File: src/rtl/alu_ctrl_pkg.sv
// Shared constants for the ALU control sequencer: ALU operation codes,
// instruction funct encodings, main-decoder classes and FSM states.
package alu_ctrl_pkg;

    localparam logic [3:0] CODE_AND = 4'b0000;
    localparam logic [3:0] CODE_OR  = 4'b0001;
    localparam logic [3:0] CODE_ADD = 4'b0010;
    localparam logic [3:0] CODE_XOR = 4'b0011;
    localparam logic [3:0] CODE_SUB = 4'b0100;
    localparam logic [3:0] CODE_MUL = 4'b0101;
    localparam logic [3:0] CODE_SLT = 4'b0110;
    localparam logic [3:0] CODE_NOR = 4'b0111;
    localparam logic [3:0] CODE_DIV = 4'b1101;

    localparam logic [5:0] FUNCT_ADD = 6'b100000;
    localparam logic [5:0] FUNCT_SUB = 6'b100010;
    localparam logic [5:0] FUNCT_AND = 6'b100100;
    localparam logic [5:0] FUNCT_OR  = 6'b100101;
    localparam logic [5:0] FUNCT_XOR = 6'b100110;
    localparam logic [5:0] FUNCT_NOR = 6'b100111;
    localparam logic [5:0] FUNCT_SLT = 6'b101010;
    localparam logic [5:0] FUNCT_MUL = 6'b011100;
    localparam logic [5:0] FUNCT_DIV = 6'b011010;

    localparam logic [1:0] ALUOP_ADD   = 2'b00;
    localparam logic [1:0] ALUOP_SUB   = 2'b01;
    localparam logic [1:0] ALUOP_FUNCT = 2'b10;

    // IDLE: waiting for a request; BUSY: multi-cycle op counting down;
    // DONE: result held on the output until consumed.
    typedef enum logic [1:0] {
        IDLE = 2'd0,
        BUSY = 2'd1,
        DONE = 2'd2
    } state_t;

endpackage

File: src/rtl/alu_funct_lut.sv
// Combinational decode of main-decoder class and funct field into an ALU
// code, an illegal flag and the multi-cycle class of the operation.
import alu_ctrl_pkg::*;

module alu_funct_lut (
    input  logic [1:0] alu_op,
    input  logic [5:0] funct,
    output logic [3:0] code,
    output logic       illegal,
    output logic       multi,
    output logic       is_div
);

    // Unmapped funct falls back to ADD with the illegal flag set.
    always_comb begin
        code    = CODE_ADD;
        illegal = 1'b0;
        multi   = 1'b0;
        is_div  = 1'b0;
        case (alu_op)
            ALUOP_SUB: code = CODE_SUB;
            ALUOP_FUNCT: begin
                case (funct)
                    FUNCT_ADD: code = CODE_ADD;
                    FUNCT_SUB: code = CODE_SUB;
                    FUNCT_AND: code = CODE_AND;
                    FUNCT_OR:  code = CODE_OR;
                    FUNCT_XOR: code = CODE_XOR;
                    FUNCT_NOR: code = CODE_NOR;
                    FUNCT_SLT: code = CODE_SLT;
                    FUNCT_MUL: begin
                        code  = CODE_MUL;
                        multi = 1'b1;
                    end
                    FUNCT_DIV: begin
                        code   = CODE_DIV;
                        multi  = 1'b1;
                        is_div = 1'b1;
                    end
                    default: illegal = 1'b1;
                endcase
            end
            default: code = CODE_ADD;
        endcase
    end

endmodule

File: src/rtl/alu_ctrl_seq.sv
// ALU control sequencer: accepts decode requests over a valid/ready
// handshake, models MUL/DIV latency with a down-counter and holds the
// resulting ALU control code on a valid/ready output.
//
// state | meaning
// IDLE  | ready for a request, no result pending
// BUSY  | multi-cycle op in flight, counter running down to 0
// DONE  | result valid, held until out_ready
import alu_ctrl_pkg::*;

module alu_ctrl_seq #(
    parameter int CTRL_W     = 4,
    parameter int MUL_CYCLES = 4,
    parameter int DIV_CYCLES = 16
) (
    input  logic              clk,
    input  logic              rst_n,
    input  logic              in_valid,
    output logic              in_ready,
    input  logic [1:0]        alu_op,
    input  logic [5:0]        funct,
    output logic              out_valid,
    input  logic              out_ready,
    output logic [CTRL_W-1:0] alu_ctrl,
    output logic              illegal,
    output logic              stall
);

    localparam int MAX_CYC = (MUL_CYCLES > DIV_CYCLES) ? MUL_CYCLES : DIV_CYCLES;
    localparam int CNT_W   = $clog2(MAX_CYC);
    localparam logic [CNT_W-1:0] MUL_LOAD = CNT_W'(MUL_CYCLES - 2);
    localparam logic [CNT_W-1:0] DIV_LOAD = CNT_W'(DIV_CYCLES - 2);

    state_t           state;
    logic [CNT_W-1:0] cnt;
    logic [3:0]       lut_code;
    logic             lut_illegal;
    logic             lut_multi;
    logic             lut_div;
    logic             accept;

    alu_funct_lut u_lut (
        .alu_op  (alu_op),
        .funct   (funct),
        .code    (lut_code),
        .illegal (lut_illegal),
        .multi   (lut_multi),
        .is_div  (lut_div)
    );

    // A finishing result and a new request may handshake in the same cycle.
    assign in_ready = rst_n & ((state == IDLE) | ((state == DONE) & out_ready));
    assign accept   = in_valid & in_ready;

    // Sequencer FSM with latency counter and registered outputs.
    always_ff @(posedge clk) begin
        if (!rst_n) begin
            state     <= IDLE;
            cnt       <= '0;
            out_valid <= 1'b0;
            alu_ctrl  <= '0;
            illegal   <= 1'b0;
            stall     <= 1'b0;
        end else begin
            case (state)
                IDLE, DONE: begin
                    if (accept) begin
                        alu_ctrl <= CTRL_W'(lut_code);
                        illegal  <= lut_illegal;
                        if (lut_multi) begin
                            state     <= BUSY;
                            cnt       <= lut_div ? DIV_LOAD : MUL_LOAD;
                            stall     <= 1'b1;
                            out_valid <= 1'b0;
                        end else begin
                            state     <= DONE;
                            stall     <= 1'b0;
                            out_valid <= 1'b1;
                        end
                    end else if ((state == DONE) && out_ready) begin
                        state     <= IDLE;
                        out_valid <= 1'b0;
                    end
                end
                BUSY: begin
                    if (cnt == '0) begin
                        state     <= DONE;
                        stall     <= 1'b0;
                        out_valid <= 1'b1;
                    end else begin
                        cnt <= cnt - CNT_W'(1);
                    end
                end
                default: begin
                    state     <= IDLE;
                    cnt       <= '0;
                    out_valid <= 1'b0;
                    stall     <= 1'b0;
                end
            endcase
        end
    end

endmodule
File: config.mk
export PLATFORM = sky130hd
export DESIGN_NAME = alu_ctrl_seq
export DESIGN_NICKNAME = d
export VERILOG_FILES = /design/src/rtl/alu_ctrl_pkg.sv /design/src/rtl/alu_funct_lut.sv /design/src/rtl/alu_ctrl_seq.sv
export SDC_FILE = /design/constraint.sdc
export NUM_CORES = 1
export LEC_CHECK = 0
export CORE_AREA = 3 3 53 55
export CTS_CLUSTER_DIAMETER = 30
export DETAILED_ROUTE_END_ITERATION = 8
export DIE_AREA = 0 0 56 58
export HOLD_SLACK_MARGIN = 0.12
export MAX_ROUTING_LAYER = met4
export PLACE_DENSITY_LB_ADDON = 0.2
export SETUP_SLACK_MARGIN = 0.5
export SLEW_MARGIN = 10
export SYNTH_ARGS = -nofsm -noshare
export SYNTH_HDL_FRONTEND = slang
export SYNTH_SLANG_ARGS = --single-unit
File: constraint.sdc
create_clock -name clk -period 2.38 [get_ports clk]
set_clock_uncertainty 0.2 [all_clocks]
set_input_delay 0.238 -clock clk [delete_from_list [all_inputs] [get_ports clk]]
set_output_delay 0.238 -clock clk [all_outputs]
set_load 0.01 [all_outputs]
# [After elaboration in Yosys (flattened, before gate mapping)]
# Index checks and enable logic that the tools add are counted.
# Widths: inputs -> output; s select.
[classes] n_addsub=1 n_mul=0 div_mod_pow=0 order_cmp=0 eq_ne=18 shift=0 muxes=27 n_bitwise=4 n_reduce_logical=10
[op_table] cell="$eq 6x6->1 const B" count=7
[op_table] cell="$pmux 4 s8" count=1
[op_table] cell="$mux 4" count=4
[op_table] cell="$pmux 4 s2" count=2
[op_table] cell="$mux 1" count=13
[op_table] cell="$eq 6x5->1 const B" count=2
[op_table] cell="$reduce_or 9->1" count=1
[op_table] cell="$mux 2" count=4
[op_table] cell="$ne 2x2->1 const B" count=4
[op_table] cell="$reduce_and 2->1" count=3
[op_table] cell="$eq 2x1->1 const B" count=2
[op_table] cell="$eq 2x2->1 const B" count=2
[op_table] cell="$logic_not 4->1" count=1
[op_table] cell="$pmux 1 s2" count=2
[op_table] cell="$pmux 2 s2" count=1
[op_table] cell="$reduce_or 2->1" count=2
[op_table] cell="$sub 4x1->4 const B" count=1
[op_table] cell="$and 1x1->1" count=3
[op_table] cell="$ne 3x3->1 const B" count=1
[op_table] cell="$reduce_and 3->1" count=1
[op_table] cell="$logic_not 2->1" count=1
[op_table] cell="$logic_and 1x1->1" count=1
[op_table] cell="$or 1x1->1" count=1
[totals] regBits=13 latchBits=0 ramBits=0 rom_bits=0 inputBits=12 output_inout_bits=8 wordCells=66 memories=0

# [Logic depth before layout (Yosys ltp)]
# Gate-level depths: netlist of run 1.
[logic_depth] depth_word=7 ltp_mapped=7 depth_no_buf=7

# [Cells and area by module]
# From an unflattened synthesis of run 1, not the netlist that was laid out.
[hier_totals] hier_cells=106 area_unflattened_um2=869.6
[by_module_without_submodules] module="alu_ctrl_seq" n_inst=1 cells_each=66 area_per_inst_um2=595.6 seq_area_each_um2=240.2
[by_module_without_submodules] module="alu_funct_lut" n_inst=1 cells_each=40 area_per_inst_um2=274.0 seq_area_each_um2=0.0

# [Worst setup path after synthesis of run 1]
# No wires, ideal clock.
[synth_path] path_type="register to register" startpoint="register cnt[0]" endpoint="register cnt[1]" setup_time_ns=0.124 t_arrival_ns=1.427 required_ns=2.056 slack_ns=0.629 path_stages_with_launch=6 path_buffers=0 period_less_slack_ns=1.751 cell_sequence="dfxtp_1 inv_1 ha_1 or3b_1 o21a_1 o311a_2"
[synth_via] elab_chain_cells=3 elab_cells_between_ends=6 classes_between="1 x add/sub; 1 x eq/ne; 2 x mux; 2 x reduce/logical"
[synth_lines] element="start: declaration" line="alu_ctrl_seq.sv:35" rtl="logic [CNT_W-1:0] cnt;"
[synth_lines] element="start signal: assignment" line="alu_ctrl_seq.sv:72" rtl="cnt <= lut_div ? DIV_LOAD : MUL_LOAD;"
[synth_lines] element="start signal: assignment" line="alu_ctrl_seq.sv:91" rtl="cnt <= cnt - CNT_W'(1);"
[synth_lines] element="$sub 4x1->4 or $logic_not 4->1 (tied branches)" line="alu_ctrl_seq.sv:91, alu_ctrl_seq.sv:86"
[synth_lines] element="$mux 4 or $ne 2x2->1 (tied branches)"
[synth_lines] element="$pmux 4 s2 or $reduce_and 3->1 (tied branches)"
# Several ways; a longest one is shown, not always the timed one. The select of a mux whose other input is x is not followed.
# A chain may end at the register's enable or synchronous reset.

# [Final worst setup path of run 1]
[layout_path] startpoint="register cnt[0]" endpoint="register cnt[2]"
# The elaborated chain is that of the path after synthesis.

==> parameters.txt, run 1 <==
Parameter                              Value

Outcome
  Status    finished, final reports clean

Logic synthesis
  Most numerous cell types in the synthesized netlist    dfxtp_1, inv_1, a21oi_1, nand2_1
  Most frequently used flop master after synthesis    dfxtp_1
  Count of unique library cells instantiated by Yosys    40
  Top-area cell type share of the netlist area    0.296
  Sequential area share after synthesis    0.296
  Post-synth design cell area    812 µm²
  Number of flip-flops and latches in the synthesized netlist    12
  Mapped Cells    98
  Number of enable-type register cells in the synthesized netlist    0
  Async set-or-reset flop fraction in the synthesized netlist    0
  Cell taking the most area after synthesis    dfxtp_1
  Largest cells by area after synthesis    dfxtp_1, ha_1, a21oi_1
  Most common cell in the synthesized netlist    dfxtp_1
  Number of warning messages in the yosys log    0
  Mean Syn Cell Area    8.29 µm²
  Net count of the mapped netlist    114

Worst setup path
  Cell chain of the critical path    inv_2 > ha_4 > or3b_4 > o21a_4 > a31oi_4 > a21o_2 > a21oi_2
  Type of origin of the critical path    register
  Worst Setup End Kind    register
  Number of cells on the worst reg-to-reg path    7
  Delay of the slowest cell on the worst path    0.38 ns
  Path type of the worst setup path    reg -> reg
  Highest-delay cell along the critical path    or3b_4
  Biggest fanout along the worst timing path    5
  Required time of the critical path    2.35 ns
  Arrival time reported for the critical path endpoint    1.86 ns
  Worst R2R Setup Slack    0.49 ns

STA
  Final period utilization    0.793
  Worst-Margin Slew    0.366 ns
  Post-Route Setup TNS    0 ns
  Worst-case headroom to the max-slew limit    0.756
  Minimum hold slack    0.257 ns
  Number of endpoints failing setup at the final stage    0
  Final min period    1.89 ns
  Final Slew Violations    0
  Final hold violation count    0
  Max Clock Freq    530 MHz
  RSZ-0062 raised after global routing    true

Finish
  Share of cells above drive strength 1    0.231
  Post-route standard cell area excluding fillers    1120 µm²
  Filler cells    244
  Area growth syn-to-layout    38.2%
  Layout Utilization    0.461
  Antenna diode count    0
  Fin nets    139

Global routing
  Number of global-route vias before repair    732
  Aggregate global-route resource usage    0.133
  Wire length of the first global-routing pass    3350 µm
  GR Overflow Total    0
  Largest net degree at the start of global routing    10
  Initial antenna violation count    0

Route
  Routed wire per std cell    14.0 µm
  Wire length after detailed routing    2120 µm
  Antenna viol nets, final    0
  Initial drt markers    14
  Via-to-Cell Ratio    5.18
  Residual DRC count    0
  Via count    782
  Initial DRT Pass Iterations    5

Placement
  Final estimated routing congestion in global placement    0.778
  Count of port buffers added during placement    19
  Post-detailed-placement cell area    1040 µm²
  DP Wirelength    1590 µm

Die
  Number of cell rows    18
  Top-level port count    20
  CORE AREA    2430 µm²
  Chip Height    58 µm
  Overall die width    56 µm
  Overall die area    3250 µm²
  Initial Util    0.334

Worst hold path
  Hold Path Depth    2
  Path category of the worst min-delay check    reg -> reg

Clock tree
  Clock root buffer    clkbuf_4
  Clock latency at the later pin of the worst-skew pair    0.27 ns
  Number of buffers created by CTS    3
  Clock-pin slew on the worst setup and hold paths    0.08 ns
  TritonCTS clock tree    yes
  Number of buffers between clock root and the deepest sink    2
  Hold_buf cts    0
  Num Clock Sinks    12
  H-Tree Depth    1

Power and ir drop
  Peak VDD IR    338 µV
  Total power of the final layout    0.419 mW
  Power density of the placed cells    373 nW/µm²
  Leakage power of the design    0.435 nW

Flow run
  Count of max-cap constraint violations    0
[kinds of logic after synthesis]
| kind of cell | share of synthesized area |
|---|---|
| compound gates | 0.283 |
| xor+xnor | 0.0216 |
| fa+ha+maj | 0.0616 |
| buf+inv | 0.0724 |
| flops | 0.296 |
| simple gates | 0.265 |
[worst max-delay path, delay by kind of cell, from the launching register on]
| family | cells | cell delay, ns |
|---|---|---|
| AO/OA/AOI/OAI | 4 | 0.68 |
| buffers and inverters | 1 | 0.08 |
| adder cells (fa/ha/maj) | 1 | 0.13 |
| flip-flops | 1 | 0.33 |
| AND/OR/NAND/NOR | 1 | 0.38 |
[cell type report]
cell class,instances,area (µm²),area share
sequential,12,243,0.216
multi-input combinational,72,547,0.487
timing repair buffer,25,239,0.213
inverter,9,33.8,0.0301
tap,30,37.5,0.0334
clock buffer,3,22.5,0.0201
[path summary, 6_finish.rpt]
check | startpoint | endpoint
worst min register to register | stall | stall
worst max register to register | cnt[0] | cnt[2]
worst max-delay path | cnt[0] | cnt[2]
worst min-delay path | stall | stall
[flip-flops by register name (all words and copies together) (netlist names)]
register,count
alu_ctrl,4
cnt,4
illegal,1
out_valid,1
stall,1
state,1
[timing repair]
action,CTS,global route
resized for setup,5,9
endpoints found under the setup margin,3,5
buffers inserted,0,3
pin swaps,0,5
[cell usage in the layout (no fill, tap or decap), drive strengths merged, types with 4 or more instances in the layout]
cell,count
ha,4
a21oi,8
clkdlybuf4s50,16
nor2,4
nor3,5
dfxtp,12
o21ai,6
nand2,7
buf,6
inv,8
nor2b,4
[report_power, final]
| group | total (mW) | switching [mW] | internal, mW |
|---|---|---|---|
| Sequential | 0.207 | 0.00316 | 0.204 |
| Combinational | 0.0841 | 0.0419 | 0.0422 |
| Clock | 0.128 | 0.0690 | 0.0585 |
| Total | 0.419 | 0.114 | 0.305 |
[per-stage QoR]
stage,instances,setup WS [ns]
after floorplan,98,0.629
after global placement,145,0.280
after detailed placement,145,0.248
after CTS,148,0.506
after global routing,151,0.450
final,151,0.491
[metal layers]
metal / GRT usage / up-vias / wire, µm
met5: - / - / 0
met4: 0.0203 / 0 / 6
met3: 0.0512 / 2 / 69
met2: 0.214 / 14 / 1020
met1: 0.163 / 365 / 1030
li1: - / 401 / -
No activity file was read; power rests on OpenSTA's default activity.
==> run 2, diff against run 1 <==
==> constraint.sdc (replaced) <==
create_clock -name clk -period 1.6 [get_ports clk]
set_clock_uncertainty 0.2 [all_clocks]
set_input_delay 0.16 -clock clk [delete_from_list [all_inputs] [get_ports clk]]
set_output_delay 0.16 -clock clk [all_outputs]
set_load 0.01 [all_outputs]
==> run 2 against run 1 <==
- the flow now finishes with violations (setup timing)
- largest power group unchanged
- design area grew 35%
- power grew 66%
- critical endpoint is now cnt[1]
- cell count grew 21%
- fmax grew 2.4%
- via count grew 22%
- critical path depth shrank 1
- core utilization grew 16 points
- sequential share of layout area shrank 4.7 points
- sequential power grew 48%
- global-route usage grew 3.3 points
- first-iteration DRC count grew 50%
==> parameters.txt, run 2 (synthesized netlist as in run 1, its figures left out) <==
Parameter                              Value

Finish
  Area growth syn-to-layout    87.1%
  Fin nets    171
  FF+latch area    258 µm²
  Multi-input gate area    673 µm²
  Filler cells    205
  Share of cells above drive strength 1    0.673
  Post-route standard cell area excluding fillers    1520 µm²
  Commonest non-fill, non-tap cell in the layout    buf_4
  Antenna diode count    0
  Most frequent cells in the layout    buf_4, buf_6, dfxtp_2
  Biggest registers after layout    alu_ctrl x4, cnt x4

Route
  Initial drt markers    21
  Residual DRC count    0
  Wire length after detailed routing    2600 µm
  Routed wire per std cell    14.2 µm
  Via count    957
  Via-to-Cell Ratio    5.23
  Antenna viol nets, final    0
  Initial DRT Pass Iterations    4

Outcome
  Failing checks    setup timing
  Status    finished with violations

Worst hold path
  Path category of the worst min-delay check    in -> reg
  Startpoint of the tightest hold check path    funct[5]

Global routing
  Aggregate global-route resource usage    0.166
  Wire length of the first global-routing pass    4020 µm
  Number of global-route vias before repair    931
  GR Overflow Total    0
  Met3 GRT Util    0.0468
  Largest net degree at the start of global routing    9
  Busiest metal layer after global routing    met2
  Met2 Use GR    0.292
  Global-route track usage on met1    0.178
  Initial antenna violation count    0

Die
  CORE AREA    2430 µm²
  Initial Util    0.334
  Chip Height    58 µm
  Top-level port count    20
  Overall die width    56 µm
  Overall die area    3250 µm²
  Number of cell rows    18

Worst setup path
  Biggest fanout along the worst timing path    2
  Required time of the critical path    1.57 ns
  Worst Setup End Kind    register
  Arrival time reported for the critical path endpoint    1.82 ns
  Origin of the worst setup path    cnt[0]
  Type of origin of the critical path    register
  Path type of the worst setup path    reg -> reg
  Reg-to-reg critical path startpoint    cnt[0]

STA
  Worst-Margin Slew    0.428 ns
  Post-Route Setup TNS    -0.931 ns
  Final min period    1.85 ns
  Final period utilization    1.15
  Worst-case setup margin in the final layout    -0.245 ns
  Max Clock Freq    542 MHz
  RSZ-0062 raised after global routing    true
  Final hold violation count    0
  Final Slew Violations    0
  Worst-case headroom to the max-slew limit    0.714
  Number of endpoints failing setup at the final stage    6

Clock tree
  Number of buffers between clock root and the deepest sink    2
  Clock latency at the later pin of the worst-skew pair    0.28 ns
  Number of buffers created by CTS    3
  Clock root buffer    clkbuf_4
  Num Clock Sinks    12
  TritonCTS clock tree    yes
  H-Tree Depth    1
  Clock-pin slew on the worst setup and hold paths    0.08 ns

Power and ir drop
  Leakage power of the design    0.654 nW
  Peak VDD IR    479 µV
  Power density of the placed cells    457 nW/µm²

Placement
  Count of port buffers added during placement    19
  Setup slack after placement    -0.366 ns
  DP Wirelength    1700 µm
  Final estimated routing congestion in global placement    0.755
  Post-detailed-placement cell area    1240 µm²

Flow run
  Count of max-cap constraint violations    0
-- run 2: cell count changes in the layout (fill, tap and decap cells not counted), sizes merged --
cell           delta
buf              +42
clkdlybuf4s15     +4
clkdlybuf4s50    -15
dlygate4sd2       +3
dlymetal6s2s      -2
-- run 2: final timing paths --
check	to	slack (ns)	depth (start not counted)
worst max-delay path	cnt[1]	-0.25	6
worst min-delay path	illegal	0.12	4
worst max register to register	cnt[1]	-0.25	6
worst min register to register	stall	0.27	2
-- run 2: metrics by stage --
step | cells | util | power [mW] | hold WS (ns)
floorplan | 98 | - | 0.380 | 0.215
global placement | 169 | 0.508 | 0.468 | 0.246
detailed placement | 169 | 0.508 | 0.469 | 0.247
CTS | 175 | 0.567 | 0.680 | 0.114
global route | 183 | 0.624 | 0.732 | 0.137
finish | 183 | 0.624 | 0.694 | 0.115
-- run 2: layout make-up --
cell class,instances,share of cell area
flip-flops and latches,12,0.170
clock buffers,3,0.0148
multi-input cells,72,0.443
well taps,30,0.0247
inverters,9,0.0231
repair buffers,57,0.325
-- run 2: report_power, final --
group / internal, mW / leakage [nW] / switching [mW] / total [mW]
Combinational: 0.105 / 0.538 / 0.0879 / 0.193
Clock: 0.0875 / 0.0138 / 0.107 / 0.194
Sequential: 0.302 / 0.102 / 0.00477 / 0.307
-- run 2: timing repair --
item / 4_1_cts / 5_1_grt
gates cloned: 0 / 0
resized for setup: 90 / 22
buffers inserted: 3 / 8
pin swaps: 10 / 10
hold endpoints to repair: 1 / 0
setup endpoints to repair: 20 / 20
-- run 2: critical path: stages, from the launching register on --
cell and delay, ns:
dfxtp_2 0.33, inv_2 0.05, ha_1 0.13, or3b_4 0.38, o21a_4 0.22, buf_4 0.13, o311a_4 0.29
-- run 2: routing by layer --
metal / wire [µm] / vias up / part of all wire
met3: 87 / 4 / 0.033
met5: 0 / - / 0
met1: 1120 / 469 / 0.43
met4: 35 / 0 / 0.013
met2: 1360 / 19 / 0.52
li1: - / 465 / -
==> run 3, diff against run 2 <==
--- a/config.mk
+++ b/config.mk
@@ -9,6 +9,7 @@
 export CTS_CLUSTER_DIAMETER = 30
 export DETAILED_ROUTE_END_ITERATION = 8
 export DIE_AREA = 0 0 56 58
+export DONT_BUFFER_PORTS = 1
 export HOLD_SLACK_MARGIN = 0.12
 export MAX_ROUTING_LAYER = met4
 export PLACE_DENSITY_LB_ADDON = 0.2
==> run 3 against run 2 <==
- the run ends with hold timing, setup timing left
- via count fell by 17%
- setup slack better by 0.068 ns
- sequential share of layout area increased by 5.4 points
- largest power group unchanged
- combinational power fell by 49%
- count of clock-buffer cells in the layout unchanged
- register-to-register slack gained 0.07 ns
- design area is 26% lower
- global-route usage is 2.9 points lower
- sequential power hardly changed
==> parameters.txt, run 3 (synthesized netlist as in run 1, its figures left out) <==
Parameter                              Value

Outcome
  Status    finished with violations
  Failing checks    hold timing, setup timing

Power and ir drop
  Leakage power of the design    0.443 nW
  Total power of the final layout    0.590 mW
  Peak VDD IR    425 µV
  Power density of the placed cells    528 nW/µm²

Finish
  Post-route standard cell area excluding fillers    1120 µm²
  Commonest non-fill, non-tap cell in the layout    buf_4
  Most frequent cells in the layout    buf_4, dfxtp_1, inv_1, a21oi_1, nand2_1
  Area growth syn-to-layout    37.6%
  Fin nets    130
  Biggest registers after layout    alu_ctrl x4, cnt x4
  Share of cells above drive strength 1    0.446
  Antenna diode count    0
  Filler cells    249

Worst setup path
  Delay of the slowest cell on the worst path    0.37 ns
  Worst Setup End Kind    register
  Arrival time reported for the critical path endpoint    1.75 ns
  Type of origin of the critical path    register
  Path type of the worst setup path    reg -> reg
  Reg-to-reg critical path startpoint    cnt[0]
  Required time of the critical path    1.57 ns
  Highest-delay cell along the critical path    or3b_4
  Endpoint of the lowest-slack register-to-register path    cnt[2]
  Count of buffer and inverter cells on the critical path    1
  Biggest fanout along the worst timing path    5
  Cell chain of the critical path    inv_2 > ha_1 > or3b_4 > o21a_4 > a31oi_4 > a21o_2 > a21oi_2
  Worst R2R Setup Slack    -0.18 ns
  Kind of cell adding the most delay to the critical path    compound AO/OA/AOI/OAI gates
  Number of cells on the worst reg-to-reg path    7

Global routing
  GR Overflow Total    0
  Wire length of the first global-routing pass    3510 µm
  Largest net degree at the start of global routing    10
  Aggregate global-route resource usage    0.137
  Global-route track usage on met1    0.152
  Met2 Use GR    0.239
  Initial antenna violation count    0
  Met3 GRT Util    0.0401
  Number of global-route vias before repair    832
  Busiest metal layer after global routing    met2

Die
  CORE AREA    2430 µm²
  Initial Util    0.334
  Chip Height    58 µm
  Number of cell rows    18
  Top-level port count    20
  Overall die area    3250 µm²
  Overall die width    56 µm

Route
  Initial drt markers    11
  Residual DRC count    0
  Initial DRT Pass Iterations    4
  Wire length after detailed routing    2170 µm
  Antenna viol nets, final    0
  Via count    793
  Via-to-Cell Ratio    5.58
  Routed wire per std cell    15.3 µm

Clock tree
  H-Tree Depth    1
  Clock root buffer    clkbuf_4
  TritonCTS clock tree    yes
  Number of buffers created by CTS    3
  Clock latency at the later pin of the worst-skew pair    0.27 ns
  Number of buffers between clock root and the deepest sink    2
  Clock-pin slew on the worst setup and hold paths    0.08 ns
  Num Clock Sinks    12

Worst hold path
  Path category of the worst min-delay check    in -> reg
  Startpoint of the tightest hold check path    rst_n
  Worst-case hold path end point    cnt[1]
  Hold Path Depth    1

STA
  Final hold violation count    12
  Minimum hold slack    -0.179 ns
  Worst-case headroom to the max-slew limit    0.726
  Final min period    1.78 ns
  Worst-Margin Slew    0.409 ns
  RSZ-0062 raised after global routing    true
  Final Slew Violations    0
  Final period utilization    1.11
  Number of endpoints failing setup at the final stage    7
  Worst-case setup margin in the final layout    -0.177 ns
  Max Clock Freq    563 MHz

Placement
  Count of port buffers added during placement    0
  Post-detailed-placement cell area    933 µm²
  DP Wirelength    1550 µm
  Final estimated routing congestion in global placement    0.781

Flow run
  Count of max-cap constraint violations    0
==> run 3: cell types whose count changed in the layout (fill, tap and decap cells not counted), moves of 3 or more <==
cell	previous run	this run
dfxtp_2	8	2
buf_4	31	11
buf_2	3	0
dfxtp_1	2	8
a21oi_1	3	6
dlygate4sd2_1	4	0
buf_6	14	5
a21oi_2	5	2
==> run 3: final cells by class <==
type                    count  area [µm²]  area share
flip-flops and latches     12         250       0.224
well taps                  30        37.5      0.0336
clock buffers               3        22.5      0.0202
repair buffers             16         139       0.124
multi-input cells          72         633       0.567
inverters                   9        35.0      0.0314
==> run 3: how the worst max path moves through the flow <==
stage                start  endpoint  cells after the start
floorplan           cnt[0]    cnt[2]                      7
global placement    cnt[0]    cnt[0]                      7
detailed placement  cnt[0]    cnt[0]                      7
CTS                 cnt[0]    cnt[0]                      7
global route        cnt[0]    cnt[0]                      7
finish              cnt[0]    cnt[2]                      7
==> run 3: through the flow <==
step	worst slack (ns)	TNS, ns	std cells	hold WS, ns	utilization
2_1_floorplan	-0.111	-0.335	98	0.215	-
3_3_place_gp	-0.149	-0.502	135	0.0966	0.384
3_5_place_dp	-0.190	-0.630	135	0.100	0.384
4_1_cts	-0.190	-0.750	141	-0.187	0.434
5_1_grt	-0.257	-1.38	142	-0.191	0.459
6_report	-0.177	-0.843	142	-0.179	0.459
==> run 3: power by group <==
part / switching [mW] / leakage, nW / internal [mW] / total, mW
clock: 0.0970 / 0.0138 / 0.0869 / 0.184
sequential: 0.00720 / 0.0997 / 0.301 / 0.309
combinational: 0.0511 / 0.329 / 0.0465 / 0.0977
==> run 3: worst reg2reg max path: cells and delay by family (launching register included) <==
family	cells	cell delay (ns)
simple gates	1	0.37
fa+ha+maj	1	0.12
flops	1	0.32
buf+inv	1	0.05
compound gates	4	0.62
==> run 3: per-layer routing <==
metal | wire (µm) | part of all wire
met5 | 0 | 0
met4 | 42 | 0.019
met3 | 126 | 0.058
met2 | 1110 | 0.51
met1 | 898 | 0.41
==> run 3: timing repair <==
action,CTS,global route
setup buffers,3,1
hold endpoints to repair,12,12
endpoints found under the setup margin,14,14
gates resized for setup,18,11
pin swaps,10,6
